===== src/rtl/seg7_pkg.sv =====
// Shared seven-segment constants: lit-high glyph table for hex digits 0..F,
// the all-dark pattern, and a width helper for counters and indices.
package seg7_pkg;

  // Lit-high segment patterns {g,f,e,d,c,b,a}, indexed by nibble value.
  localparam logic [15:0][6:0] SEG7_HEX = {
    7'h71, 7'h79, 7'h5E, 7'h39, 7'h7C, 7'h77, 7'h6F, 7'h7F,
    7'h07, 7'h7D, 7'h6D, 7'h66, 7'h4F, 7'h5B, 7'h06, 7'h3F
  };

  // All segments dark, lit-high form.
  localparam logic [6:0] SEG7_OFF = 7'h00;

  // Bits needed to hold 0..n-1, never less than 1.
  function automatic int clog2(input int n);
    for (int r = 1; r < 32; r++) begin
      if ((32'd1 << r) >= n) return r;
    end
    return 32;
  endfunction

endpackage


===== src/rtl/seg7_decode.sv =====
// Combinational nibble-to-glyph decoder producing lit-high segments.
// A blanked digit decodes to all segments dark.
module seg7_decode
  import seg7_pkg::*;
(
  input  logic [3:0] nibble,
  input  logic       blank,
  output logic [6:0] seg_lit
);

  // Table lookup, overridden to dark when the digit is blanked.
  always_comb begin
    seg_lit = SEG7_OFF;
    if (blank) begin
      seg_lit = SEG7_OFF;
    end else begin
      seg_lit = SEG7_HEX[nibble];
    end
  end

endmodule


===== src/rtl/hex_scan_display.sv =====
// Time-multiplexed driver for DIGITS seven-segment hex digits on one shared
// segment bus. New values are captured into a shadow register and only
// committed to the display at a frame wrap, so a frame never mixes old and
// new digits. Anode enables are dark for the first cycle of every digit slot
// to suppress ghosting while the segment bus changes.
// Optional build macro: LEADING_ZERO_BLANK_EN (blank digits above the most
// significant non-zero nibble of the committed value; digit 0 always shown).
module hex_scan_display
  import seg7_pkg::*;
#(
  parameter int DIGITS         = 8,
  parameter int SCAN_DIV       = 50000,
  parameter int SEG_ACTIVE_LOW = 1,
  parameter int AN_ACTIVE_LOW  = 1
) (
  input  logic                  clk,
  input  logic                  rst,
  input  logic [4*DIGITS-1:0]   value,
  input  logic [DIGITS-1:0]     dp,
  input  logic [DIGITS-1:0]     blank,
  input  logic                  load,
  output logic [6:0]            seg,
  output logic                  seg_dp,
  output logic [DIGITS-1:0]     an,
  output logic                  frame_done,
  output logic                  pending
);

  localparam int IW = clog2(DIGITS);
  localparam int CW = clog2(SCAN_DIV);
  localparam logic [CW-1:0] CNT_LAST = CW'(SCAN_DIV - 1);
  localparam logic [IW-1:0] IDX_LAST = IW'(DIGITS - 1);
  localparam logic [6:0] SEG_OFF_LVL = (SEG_ACTIVE_LOW != 0) ? 7'h7F : 7'h00;
  localparam logic DP_OFF_LVL = (SEG_ACTIVE_LOW != 0) ? 1'b1 : 1'b0;
  localparam logic [DIGITS-1:0] AN_OFF_LVL =
    (AN_ACTIVE_LOW != 0) ? {DIGITS{1'b1}} : {DIGITS{1'b0}};

  logic [CW-1:0]          count;
  logic [IW-1:0]          idx;
  logic                   tick;
  logic                   wrap;
  logic [4*DIGITS-1:0]    shadow_value;
  logic [DIGITS-1:0]      shadow_dp;
  logic [DIGITS-1:0]      shadow_blank;
  logic [4*DIGITS-1:0]    disp_value;
  logic [DIGITS-1:0]      disp_dp;
  logic [DIGITS-1:0]      disp_blank;
  logic [3:0]             cur_nibble;
  logic                   cur_dp;
  logic                   cur_blank;
  logic                   auto_blank;
  logic                   dp_lit;
  logic [6:0]             cur_lit;
  logic [DIGITS-1:0]      cur_onehot;

  assign tick       = (count == CNT_LAST);
  assign wrap       = tick && (idx == IDX_LAST);
  assign frame_done = wrap;

  // Prescaler: counts clk cycles within one digit slot.
  always_ff @(posedge clk or posedge rst) begin
    if (rst) begin
      count <= '0;
    end else if (tick) begin
      count <= '0;
    end else begin
      count <= count + 1'b1;
    end
  end

  // Digit index advances round-robin at the end of each slot.
  always_ff @(posedge clk or posedge rst) begin
    if (rst) begin
      idx <= '0;
    end else if (tick) begin
      idx <= (idx == IDX_LAST) ? '0 : idx + 1'b1;
    end else begin
      idx <= idx;
    end
  end

  // Shadow capture on load; commit to display at frame wrap. A load landing
  // on the wrap cycle bypasses the shadow and is committed directly.
  always_ff @(posedge clk or posedge rst) begin
    if (rst) begin
      shadow_value <= '0;
      shadow_dp    <= '0;
      shadow_blank <= '0;
      disp_value   <= '0;
      disp_dp      <= '0;
      disp_blank   <= '0;
      pending      <= 1'b0;
    end else begin
      if (load) begin
        shadow_value <= value;
        shadow_dp    <= dp;
        shadow_blank <= blank;
      end
      if (wrap) begin
        disp_value <= load ? value : shadow_value;
        disp_dp    <= load ? dp    : shadow_dp;
        disp_blank <= load ? blank : shadow_blank;
        pending    <= 1'b0;
      end else if (load) begin
        pending    <= 1'b1;
      end else begin
        pending    <= pending;
      end
    end
  end

  // Select the committed nibble and flags for the digit currently scanned.
  always_comb begin
    cur_nibble = disp_value[4*int'(idx) +: 4];
    cur_dp     = disp_dp[idx];
    cur_blank  = disp_blank[idx];
    cur_onehot = DIGITS'(1) << idx;
  end

`ifdef LEADING_ZERO_BLANK_EN
  logic [IW-1:0] msd;

  // Locate the most significant non-zero digit; higher digits go dark.
  always_comb begin
    msd = '0;
    for (int i = 1; i < DIGITS; i++) begin
      if (disp_value[4*i +: 4] != 4'h0) begin
        msd = IW'(i);
      end else begin
        msd = msd;
      end
    end
    auto_blank = (idx > msd);
  end
`else
  assign auto_blank = 1'b0;
`endif

  // Explicit blank kills the dp too; auto-blanking leaves the dp alone.
  assign dp_lit = cur_dp & ~cur_blank;

  seg7_decode u_decode (
    .nibble  (cur_nibble),
    .blank   (cur_blank | auto_blank),
    .seg_lit (cur_lit)
  );

  // Output stage: polarity applied here, anodes held dark on slot entry.
  always_ff @(posedge clk or posedge rst) begin
    if (rst) begin
      seg    <= SEG_OFF_LVL;
      seg_dp <= DP_OFF_LVL;
      an     <= AN_OFF_LVL;
    end else begin
      seg    <= (SEG_ACTIVE_LOW != 0) ? ~cur_lit : cur_lit;
      seg_dp <= (SEG_ACTIVE_LOW != 0) ? ~dp_lit : dp_lit;
      if (count == '0) begin
        an <= AN_OFF_LVL;
      end else begin
        an <= (AN_ACTIVE_LOW != 0) ? ~cur_onehot : cur_onehot;
      end
    end
  end

endmodule


===== config.mk =====
export PLATFORM = sky130hd
export DESIGN_NAME = hex_scan_display
export DESIGN_NICKNAME = d
export VERILOG_FILES = /design/src/rtl/seg7_pkg.sv /design/src/rtl/seg7_decode.sv /design/src/rtl/hex_scan_display.sv
export SDC_FILE = /design/constraint.sdc
export NUM_CORES = 1
export LEC_CHECK = 0
export ABC_AREA = 1
export CAP_MARGIN = 20
export CORE_ASPECT_RATIO = 1.4
export CORE_MARGIN = 1.5
export CORE_UTILIZATION = 33
export DETAILED_ROUTE_END_ITERATION = 6
export SLEW_MARGIN = 20
export SYNTH_ARGS = -nofsm -noshare
export SYNTH_HDL_FRONTEND = slang
export SYNTH_HIERARCHICAL = 1
export SYNTH_SLANG_ARGS = --single-unit

===== constraint.sdc =====
create_clock -name clk -period 10.65 [get_ports clk]
set_clock_uncertainty 0.1 [all_clocks]
set_input_delay 2.13 -clock clk [delete_from_list [all_inputs] [get_ports clk]]
set_output_delay 2.13 -clock clk [all_outputs]
set_load 0.05 [all_outputs]

==> metrics.cfg <==
[placed_design]
numPortBuffers = 68
dp_hpwl_mm = 9.405
place.gp.congestion = 0.8210
pre_cts_ws_ps = 6011

[clock_network]
clk-insertion-delay-late_ps = 400
cts_setup_buffers = 0
cts_sinks = 132
path_clk_slew_ps = 60
cts_root_buf = clkbuf_16
cts_htree_levels = 4
cts.repair.resized = 0
cts-buffers-inserted = 17
hold_buffers = 0
clock_path_buffers = 2
cts_tree = yes

[yosys]
netlist_instances = 754
yosysWarnings = 6
yosysSeqAreaShare_pct = 53.41
ys_seq_elements = 132
synth.avg_cell_area_um2 = 8.252
yosysUniqueCellTypes = 27
syn-num-nets = 819
netlist_area_um2 = 6222

[worst_setup_path]
r2r_end = seg[1]
crit_path_end_kind = output pin
worstPathCellList = ha_1, ha_1, inv_1, nor2_1, clkdlybuf4s50_1
critPathSlowestCell = dfrtp_1
r2r_slack_ps = 7540
crit_type = reg -> out
cp_max_fo = 28
crit_path_start_kind = register
crit_arrival_ps = 2850
timing.rr.start = idx[0]
slowest_delay_ps = 880
path_common_cell = ha_1
cp-startpoint = idx[0]
reg2reg_depth = 11
crit_path_end = frame_done
required_ps = 8420

[die]
num_io_pins = 69
die_w_um = 119.1
dieArea_um2 = 19700
die_y_um = 165.5
core.rowCount = 59
initial_core_util_pct = 33.58
core-area_um2 = 18530

[cells_and_area]
final_cell_mix = nand2_1 (219), dfrtp_1 (116), inv_1 (85)
nets = 870
drive_gt1_share_pct = 8.191
syn_to_final_growth_pct = 22.96
fill_cells = 1888
final_common_cell = nand2_1
antenna_cells = 0
fin_util_pct = 41.29

[drt]
routed_wl_mm = 13.92
wl_per_cell_um = 13.11
first_pass_iters = 4
vias = 4805
drc_errors = 0
routed_via_density = 4.524
drtAntennaViolNets = 0
drt_iter0_drc = 272

[hold_path]
hp-start = disp_blank[7]
hold_class = reg -> reg

[global_routing]
antenna_found_initial = 0
grt_usage_pct = 15.08
overflow = 0
grt_pass1_vias = 4826
grt_pass1_wl_mm = 23.52
grt_start_max_net_pins = 98

[power]
power_density_nw_per_um2 = 152.2
leakage_nw = 3.581
vdd_ir_drop_max_uv = 78.61
finalPower_mw = 1.165

[sta]
setup_ws_ps = 5568
worstMarginPinSlew_ps = 894.9
fin_setup_tns_ps = 0
maxSlewViolCount = 0
slew_headroom_pct = 40.34
rsz0062_at_grt = no
setup_viol = 0
min_period_ps = 5082
hold_violations = 0
finalCritPeriodShare_pct = 47.72
max_freq_mhz = 196.8

[flow_run]
max_cap_violations = 0

[run_status]
outcome = complete, no violations

## flip-flops by register name (all words and copies together) (netlist names), 3 cells and up
| signal | flops |
|---|---|
| disp_blank | 8 |
| shadow_blank | 8 |
| seg | 7 |
| shadow_value | 32 |
| an | 8 |
| disp_value | 32 |
| count | 16 |
| disp_dp | 8 |
| shadow_dp | 8 |
| idx | 3 |
## how the worst min path moves through the flow
stage / cells past startpoint / to / slack (ps)
finish: 2 / disp_blank[7] / 370
global route: 2 / disp_value[10] / 390
CTS: 2 / disp_blank[7] / 370
detailed placement: 2 / disp_blank[7] / 350
global placement: 2 / disp_dp[1] / 350
floorplan: 2 / disp_blank[1] / 340
## layout make-up
class / instances / area, um^2 / share of cell area, %
clock buffers: 21 / 450.4 / 5.887
clock inverters: 11 / 152.6 / 1.995
inverters: 91 / 346.6 / 4.530
multi-input cells: 490 / 2340 / 30.58
flip-flops and latches: 132 / 3323 / 43.43
well taps: 244 / 305.3 / 3.990
repair buffers: 73 / 733.2 / 9.583
## Yosys cell counts, drive strengths merged
cell,count,share of area (%)
a21oi,3,0.24
a31oi,1,0.10
buf,22,2.3
clkbuf,19,1.1
dfrtp,116,47
dfstp,16,6.8
ha,14,2.8
inv,91,5.5
nand2,225,14
nand3,15,1.3
nand4,51,5.1
nor2,80,5.2
nor3,1,0.080
o21ai,82,6.6
o22ai,8,0.80
xnor2,1,0.14
xor2,9,1.3
## logic make-up after synthesis
group                    after synthesis  share of synthesized area [%]
XOR/XNOR                              10                          1.408
flip-flops                           132                          53.41
adder cells (fa/ha/maj)               14                          2.815
AND/OR/NAND/NOR                      372                          25.64
AO/OA/AOI/OAI                         94                          7.742
buffers and inverters                132                          8.988
## worst max-delay path, delay by kind of cell, from the launching register on
kind | cells | cell delay (ps)
AND/OR/NAND/NOR | 1 | 190
buffers and inverters | 2 | 910
flip-flops | 1 | 880
adder cells (fa/ha/maj) | 2 | 480
## report_power, final
part | switching, mW | leakage, nW | internal (mW)
registers | 0.00407 | 1.43 | 0.518
logic | 0.0312 | 1.87 | 0.0235
clock network | 0.212 | 0.284 | 0.376
## per-stage QoR
step | hold WS (ps) | instances | cell area (um^2)
6_report | 366.6 | 1062 | 7651
5_1_grt | 388.4 | 1062 | 7651
4_1_cts | 368.4 | 1061 | 7624
3_5_place_dp | 354.8 | 1029 | 7020
3_3_place_gp | 353.8 | 1029 | 7020
2_1_floorplan | 336.6 | 754 | 6222
## metal layers
metal	routed length, um	vias up	GRT usage, %
met2	7045	72	26.35
met4	258	0	6.900
met5	0	-	0
li1	-	2492	-
met1	6255	2228	18.29
met3	360	13	2.438
(Power assumes the default switching activity.)
